**src/rtl/bp_resolve.sv**
```systemverilog
// Branch-prediction resolve queue.
// Keeps the BTB prediction for each fetched instruction in fetch order. When
// EX resolves the oldest in-flight instruction, the queue compares that
// prediction with the real outcome, trains the BTB and redirects fetch on a
// mispredict.

package riscv_pkg;
    parameter int XLEN = 32;
endpackage

module bp_resolve
    import riscv_pkg::*;
#(
    parameter int DEPTH = 4
) (
    input  logic                       clk,
    input  logic                       reset,
    input  logic                       flush,
    input  logic                       pred_valid,
    input  logic [XLEN-1:0]            pred_pc,
    input  logic                       pred_hit,
    input  logic [XLEN-1:0]            pred_target,
    output logic                       pred_ready,
    input  logic                       res_valid,
    input  logic                       res_is_cf,
    input  logic                       res_taken,
    input  logic [XLEN-1:0]            res_target,
    output logic                       update_en,
    output logic                       is_branch_or_jmp,
    output logic [XLEN-1:0]            pc_update,
    output logic [XLEN-1:0]            target_update,
    output logic                       redirect_valid,
    output logic [XLEN-1:0]            redirect_pc,
    output logic [$clog2(DEPTH+1)-1:0] count,
    output logic                       underflow_err
);

    localparam int AW = (DEPTH > 1) ? $clog2(DEPTH) : 1;
    localparam int CW = $clog2(DEPTH + 1);

    // Handshake: a push transfers on a rising edge where pred_valid and
    // pred_ready are both high. pred_ready looks only at the registered
    // count, so a full queue refuses a push even when it pops that cycle.
    // There is no ready on the resolve side: EX must only resolve
    // instructions that were pushed, and a resolve on an empty queue is
    // reported on underflow_err.

    logic [XLEN-1:0] pc_mem_q  [DEPTH];
    logic            hit_mem_q [DEPTH];
    logic [XLEN-1:0] tgt_mem_q [DEPTH];

    logic [AW-1:0]   rd_ptr_q, rd_ptr_d;
    logic [AW-1:0]   wr_ptr_q, wr_ptr_d;
    logic [CW-1:0]   count_q, count_d;

    logic            update_en_q, update_en_d;
    logic            is_br_q, is_br_d;
    logic [XLEN-1:0] pc_update_q, pc_update_d;
    logic [XLEN-1:0] target_update_q, target_update_d;
    logic            redirect_valid_q, redirect_valid_d;
    logic [XLEN-1:0] redirect_pc_q, redirect_pc_d;
    logic            underflow_q, underflow_d;

    logic            push_ok;
    logic            pop;
    logic [XLEN-1:0] head_pc;
    logic            head_hit;
    logic [XLEN-1:0] head_tgt;
    logic [XLEN-1:0] fallthrough;
    logic [XLEN-1:0] actual_next;
    logic [XLEN-1:0] pred_next;
    logic            cf_taken;
    logic            mispredict;
    logic            train;

    assign pred_ready = reset && (count_q < CW'(DEPTH));
    assign push_ok    = pred_valid && pred_ready;
    assign pop        = res_valid && (count_q != '0);

    // Head entry and the prediction check against the resolved outcome.
    assign head_pc     = pc_mem_q[rd_ptr_q];
    assign head_hit    = hit_mem_q[rd_ptr_q];
    assign head_tgt    = tgt_mem_q[rd_ptr_q];
    assign fallthrough = head_pc + XLEN'(4);
    assign cf_taken    = res_is_cf && res_taken;
    assign actual_next = cf_taken ? res_target : fallthrough;
    assign pred_next   = head_hit ? head_tgt : fallthrough;
    assign mispredict  = actual_next != pred_next;
    assign train       = cf_taken && (!head_hit || (head_tgt != res_target));

    // Prediction storage; entries beyond the pointers are don't-care so no reset.
    always_ff @(posedge clk) begin
        if (push_ok) begin
            pc_mem_q[wr_ptr_q]  <= pred_pc;
            hit_mem_q[wr_ptr_q] <= pred_hit;
            tgt_mem_q[wr_ptr_q] <= pred_target;
        end
    end

    // Next-state: flush beats everything, a mispredict drops the wrong path.
    always_comb begin
        rd_ptr_d         = rd_ptr_q;
        wr_ptr_d         = wr_ptr_q;
        count_d          = count_q;
        update_en_d      = 1'b0;
        is_br_d          = 1'b0;
        pc_update_d      = pc_update_q;
        target_update_d  = target_update_q;
        redirect_valid_d = 1'b0;
        redirect_pc_d    = redirect_pc_q;
        underflow_d      = 1'b0;
        if (flush) begin
            rd_ptr_d = '0;
            wr_ptr_d = '0;
            count_d  = '0;
        end else begin
            underflow_d = res_valid && (count_q == '0);
            if (pop) begin
                rd_ptr_d = rd_ptr_q + AW'(1);
                if (train) begin
                    update_en_d     = 1'b1;
                    is_br_d         = 1'b1;
                    pc_update_d     = head_pc;
                    target_update_d = res_target;
                end
                if (mispredict) begin
                    redirect_valid_d = 1'b1;
                    redirect_pc_d    = actual_next;
                end
            end
            if (pop && mispredict) begin
                rd_ptr_d = '0;
                wr_ptr_d = '0;
                count_d  = '0;
            end else begin
                if (push_ok) begin
                    wr_ptr_d = wr_ptr_q + AW'(1);
                end
                count_d = count_q + CW'(push_ok) - CW'(pop);
            end
        end
    end

    // State and output registers with synchronous active-low reset.
    always_ff @(posedge clk) begin
        if (!reset) begin
            rd_ptr_q         <= '0;
            wr_ptr_q         <= '0;
            count_q          <= '0;
            update_en_q      <= 1'b0;
            is_br_q          <= 1'b0;
            pc_update_q      <= '0;
            target_update_q  <= '0;
            redirect_valid_q <= 1'b0;
            redirect_pc_q    <= '0;
            underflow_q      <= 1'b0;
        end else begin
            rd_ptr_q         <= rd_ptr_d;
            wr_ptr_q         <= wr_ptr_d;
            count_q          <= count_d;
            update_en_q      <= update_en_d;
            is_br_q          <= is_br_d;
            pc_update_q      <= pc_update_d;
            target_update_q  <= target_update_d;
            redirect_valid_q <= redirect_valid_d;
            redirect_pc_q    <= redirect_pc_d;
            underflow_q      <= underflow_d;
        end
    end

    assign update_en        = update_en_q;
    assign is_branch_or_jmp = is_br_q;
    assign pc_update        = pc_update_q;
    assign target_update    = target_update_q;
    assign redirect_valid   = redirect_valid_q;
    assign redirect_pc      = redirect_pc_q;
    assign count            = count_q;
    assign underflow_err    = underflow_q;

endmodule

```
**config.mk**
```make
export PLATFORM = sky130hd
export DESIGN_NAME = bp_resolve
export DESIGN_NICKNAME = d
export VERILOG_FILES = /design/src/rtl/bp_resolve.sv
export SDC_FILE = /design/constraint.sdc
export NUM_CORES = 1
export LEC_CHECK = 0
export ABC_CLOCK_PERIOD_IN_PS = 10300
export CORE_MARGIN = 1
export CORE_UTILIZATION = 55
export DETAILED_ROUTE_END_ITERATION = 10
export DONT_BUFFER_PORTS = 1
export PLACE_DENSITY = 0.82
export SLEW_MARGIN = 20
export SYNTH_ARGS = -nofsm -noshare
export SYNTH_HDL_FRONTEND = slang
export SYNTH_SLANG_ARGS = --single-unit
```
**constraint.sdc**
```tcl
create_clock -name clk -period 10.3 [get_ports clk]
set_input_delay 1.03 -clock clk [delete_from_list [all_inputs] [get_ports clk]]
set_output_delay 1.03 -clock clk [all_outputs]
set_load 0.02 [all_outputs]
```
* Word-level counts from Yosys, hierarchy flattened
Memory sizes are Yosys's and may differ from the RTL's. A register that Yosys moved wholly into a read port is not among the register bits.
Cells that the tools add are included.
** Storage, ports and cells
- Register bits after elaboration :: 106
- Bits in writable memories :: 260
- Input port bits :: 104
- Output and inout bits :: 104
- Logic and storage cells :: 51
- Memories kept :: 3
** Memories
- pc_mem_q :: words 4, bits a word 32, rd ports 1, clocked after memory_dff 1, wr ports 1, RTL line 48 : logic [XLEN-1:0] pc_mem_q [DEPTH];
- tgt_mem_q :: words 4, bits a word 32, rd ports 1, clocked after memory_dff 1, wr ports 1, RTL line 50 : logic [XLEN-1:0] tgt_mem_q [DEPTH];
- hit_mem_q :: words 4, bits a word 1, rd ports 1, clocked after memory_dff 1, wr ports 1, RTL line 49 : logic hit_mem_q [DEPTH];
** Operators by class
- $add $sub $neg :: 5
- $lt $le $gt $ge :: 1
- Equality and inequality tests :: 2
- Mux-type cells :: 12
- Bitwise logic cells :: 3
- Reductions and logical operators :: 16
** Operators by type and width (count)
- $mux 32 :: 2
- $ne 32x32->1 :: 2
- $add 32x3->32 const B :: 1
- $mux 2 :: 6
- $logic_and 1x1->1 :: 7
- $reduce_and 3->1 :: 2
- $reduce_or 3->1 :: 2
- $add 2x1->2 const B :: 2
- $mux 1 :: 4
- $add 3x1->3 :: 1
- $logic_not 3->1 :: 1
- $lt 3x3->1 const B :: 1
- $not 1->1 :: 3
- $reduce_bool 3->1 :: 1
- $sub 3x1->3 :: 1
- $reduce_or 2->1 :: 1
- $logic_not 1->1 :: 1
- $logic_or 1x1->1 :: 1

* Logic depth before layout (Yosys ltp)
- Depth after elaboration :: 6
- Gate-level depth with buffers :: 20
- Gate-level depth less buffers :: 13

* Worst setup path after synthesis
Ideal clock, no wire load.
- Path type :: flip-flop to flip-flop
- Start point :: register with a tool-made name
- End point :: register redirect_pc_q[0], in the netlist redirect_pc[0]
- Library setup time :: 0.072 ns
- Data arrival time :: 4.390 ns
- Data required time :: 10.228 ns
- Slack :: 5.838 ns
- Stages on the path, launching flop included :: 17
- Path buffers :: 4
- Period minus slack after synthesis :: 4.462 ns
- Cell sequence :: dfxtp_1 > buf_6 > mux4_2 > clkbuf_1 > ha_1 > nor2b_1 > a2bb2oi_1 > or4_4 > xor2_1 > mux2_1 > or4_1 > or4_1 > nor4_2 > a211o_1 > buf_4 > buf_12 > mux2i_1
** RTL lines
- to (signal assigned) :: RTL line 166 : redirect_pc_q <= redirect_pc_d;
- to (decl) :: RTL line 61 : logic [XLEN-1:0] redirect_pc_q, redirect_pc_d;

==> metrics.md <==
| Metric | Value |
|---|---|
| Post-CTS clock slew at the launch and capture registers of the worst setup and hold paths | `60 ps` |
| Post-layout nets | `1279` |
| Global-route wire length before repair | `62100 µm` |
| Initial Util | `56.5%` |
| Reg2reg path depth | `12` |
| Average cell area after synthesis | `13.9 µm²` |
| Count of warnings emitted by yosys | `0` |
| Max Freq | `165 MHz` |
| Outcome | `finished clean` |
| DP HPWL | `28800 µm` |
| Maximum fanout count along the critical path | `50` |
| Total area of multi-input combinational cells | `6060 µm²` |
| First-pass detailed-route iteration total | `7` |
| Root buffer cell | `sky130_fd_sc_hd__clkbuf_16` |
| Vias in the first global route | `10001` |
| Filler Cell Count | `2129` |
| Maximum number of pins on one net before global-route repair | `76` |
| CTS buffer count | `38` |
| Ratio of total power to cell area | `between 150 and 200 nW/µm²` |
| Max_slew headroom | `25.7%` |
| Biggest area consumer among synthesized cells | `sky130_fd_sc_hd__edfxtp_1` |
| Gate Count Post-Synth | `1181` |
| Number of clock sinks | `368` |
| Hold slack final | `around 560 ps` |
| Per-cell routed wire length | `26.7 µm` |
| Diodes inserted | `0` |
| Non-filler instance count after layout | `~1600` |
| Register area share after synthesis | `60.6%` |
| Setup violation total in the final timing report | `0` |
| Antenna violations before repair | `0` |
| Sum of negative setup slack | `0 ps` |
| Top cell type's share of synthesized area | `47.5%` |
| CP Capture Type | `register` |
| Global-route total usage across every layer | `27.5%` |
| Clock period minus final worst setup slack | `6060 ps` |
| Top-level I/O count | `208` |
| H-tree lvl count | `2` |
| Syn_nets | `1293` |
| Required time worst endpoint | `10640 ps` |
| Total gr overflow | `0` |
| DRC violation count after routing | `0` |
| Final hold violation count | `0` |
| Remaining antenna violation count after routing | `0` |
| Startpoint-to-endpoint class of the critical path | `register to register` |
| Slew at the pin with the worst max-slew slack | `1110 ps` |
| Clock tree buffer depth | `3` |
| Post-Route Skew | `between 20 and 30 ps` |
| Post-synthesis register bit count | `approximately 370` |
| Core area | `roughly 29000 µm²` |
| Port Buffers | `0` |
| RSZ-0062 raised after global routing | `no` |
| Share of synthesized registers carrying an async set or reset | `0%` |
| PostCTS Resize Cnt | `0` |
| Number of vias in the routed layout | `between 10000 and 15000` |
| Final Max Slew Viols | `0` |
| Layout cells sized above 1 | `between 10% and 20%` |
| CTS tree | `built` |
| # Post-CTS Setup Buffers | `0` |
| FF/Latch Area | `9970 µm²` |
| Layout overhead on the synthesized area | `9.42%` |
| Most frequently used flop master after synthesis | `sky130_fd_sc_hd__edfxtp_1` |
| Type of the most critical hold path | `register to register` |
| First-iteration detailed-routing DRC count | `929` |
| Worst skew pair latency | `between 500 and 600 ps` |
| Setup WS pre-CTS | `4390 ps` |
| DIE HEIGHT | `175 µm` |
| Count of hold buffers inserted by post-cts repair | `0` |
| Number of rows created at floorplan | `62` |
| P_leak | `6.44 nW` |
| # Max-Cap Violations | `0` |
| GPL Wtd Cong | `0.943` |
| Top cells by area, synth | `sky130_fd_sc_hd__edfxtp_1 (47%), sky130_fd_sc_hd__dfxtp_1 (13%), sky130_fd_sc_hd__mux4_2 (8.1%)` |
| Post-synth top cells | `sky130_fd_sc_hd__edfxtp_1 (260), sky130_fd_sc_hd__dfxtp_1 (108), sky130_fd_sc_hd__mux2i_1 (108)` |
| Final worst path period share | `approximately three fifths` |
| Final worst setup slack | `4240 ps` |
| CP Data Arrival Time | `6400 ps` |
| Post-synth design cell area | `between 15000 and 20000 µm²` |
| Overall die width | `175 µm` |
| Largest voltage drop on the vdd net | `0.149 mV` |
| Cell with the most instances after synthesis | `sky130_fd_sc_hd__edfxtp_1` |
| Number of unique standard cell types used by synthesis | `69` |
| Average vias per placed instance | `6.43` |
| Number of synthesized flops with an enable pin | `260` |
| Reg2reg setup slack | `4240 ps` |
| Floorplan die area | `about 30000 µm²` |
| Cell Count Post-Placement | `1511` |
| Wire length after detailed routing | `42200 µm` |
| Startpoint type of the worst setup path | `register` |
==> kinds of logic (layout without fill, tap and decap cells) <==
kind of cell	Yosys count	after routing	synth area share (%)
simple gates	325	325	9.65
fa+ha+maj	8	8	0.654
mux	177	177	15.7
flops	368	368	60.6
buf+inv	83	99	2.60
compound gates	109	109	4.70
xor+xnor	111	111	6.08
==> report_power, final <==
group	switching, W	total [W]	internal, W	leakage, nW
sequential	0.0000180	0.00163	0.00161	3.23
clock	0.000560	0.00144	0.000881	0.643
combinational	0.000135	0.000219	0.0000847	2.56
total	0.000713	0.00329	0.00257	6.44
==> layer usage <==
metal,up-vias,routed length [µm],GRT usage (%)
met5,-,0,0
met4,0,1200,9.31
met3,87,4770,8.18
met2,591,19700,43.4
met1,5038,16600,36.6
li1,4456,-,-
==> flip-flops by register name, indices dropped and copies added, names as in the netlist, named ones only <==
name              count
hit_mem_q             4
redirect_pc          32
pc_update            32
tgt_mem_q           128
rd_ptr_q              2
target_update        32
count                 3
is_branch_or_jmp      1
pc_mem_q            128
underflow_err         1
wr_ptr_q              2
redirect_valid        1
==> worst max-delay path, stage by stage, from the launching register on <==
cell                        delay, ps
sky130_fd_sc_hd__dfxtp_4          610
sky130_fd_sc_hd__buf_4            810
sky130_fd_sc_hd__mux4_2           480
sky130_fd_sc_hd__nand2_1          160
sky130_fd_sc_hd__nor4_1           370
sky130_fd_sc_hd__nor3b_1          620
sky130_fd_sc_hd__xnor3_1          240
sky130_fd_sc_hd__nor4bb_1         270
sky130_fd_sc_hd__nor3_1           100
sky130_fd_sc_hd__or4_1            540
sky130_fd_sc_hd__a2111oi_0        580
sky130_fd_sc_hd__a21oi_1          330
sky130_fd_sc_hd__nor4_1           690
==> cells in the final DEF, fill, tap and decap left out, drive strengths merged, types with 3 or more instances in the layout <==
master   instances
nand2           95
a221oi           4
and2            10
nor2            97
bufinv           6
mux2             6
nand3           22
nand4           18
inv             17
o22ai            4
clkinv          10
a211oi           6
ha               7
edfxtp         260
mux4            63
o211ai          28
xor2            25
nor4            18
and4             6
nand2b           7
buf             12
nor3            15
a31oi            8
a21oi           21
and3            13
a211o            4
nor2b            5
xnor2           84
nand3b           3
clkbuf          54
or4              6
dfxtp          108
nor3b            3
o21ai           10
mux2i          108
a2111oi          3
==> area by class of cell <==
cell class	instances	share of cell area, %
multi-input combinational	730	33.7
inverter	17	0.355
clock inverter	16	1.42
tap	384	2.67
timing repair buffer	12	0.501
clock buffer	54	5.96
sequential	368	55.4
==> worst min path at each step <==
stage | start | to | slack, ps | cells past startpoint
finish | redirect_pc[25]$_SDFFE_PN0P_ | redirect_pc[25]$_SDFFE_PN0P_ | 560 | 2
global route | pred_pc[15] | pc_mem_q[2][15]$_DFFE_PP_ | 560 | 0
CTS | pred_pc[15] | pc_mem_q[2][15]$_DFFE_PP_ | 560 | 0
detailed placement | redirect_pc[2]$_SDFFE_PN0P_ | redirect_pc[2]$_SDFFE_PN0P_ | 550 | 2
global placement | redirect_pc[2]$_SDFFE_PN0P_ | redirect_pc[2]$_SDFFE_PN0P_ | 550 | 2
floorplan | rd_ptr_q[1]$_SDFFE_PP0P_ | register | 530 | 2
==> stage by stage <==
step / total power [W] / area, µm² / util (%)
floorplan: 0.00182 / 16400 / -
global placement: 0.00187 / 16700 / 57.3
CTS: 0.00331 / 18000 / 61.9
detailed placement: 0.00187 / 16700 / 57.3
finish: 0.00329 / 18000 / 61.9
global route: 0.00338 / 18000 / 61.9
No activity file was read; power rests on OpenSTA's default activity.
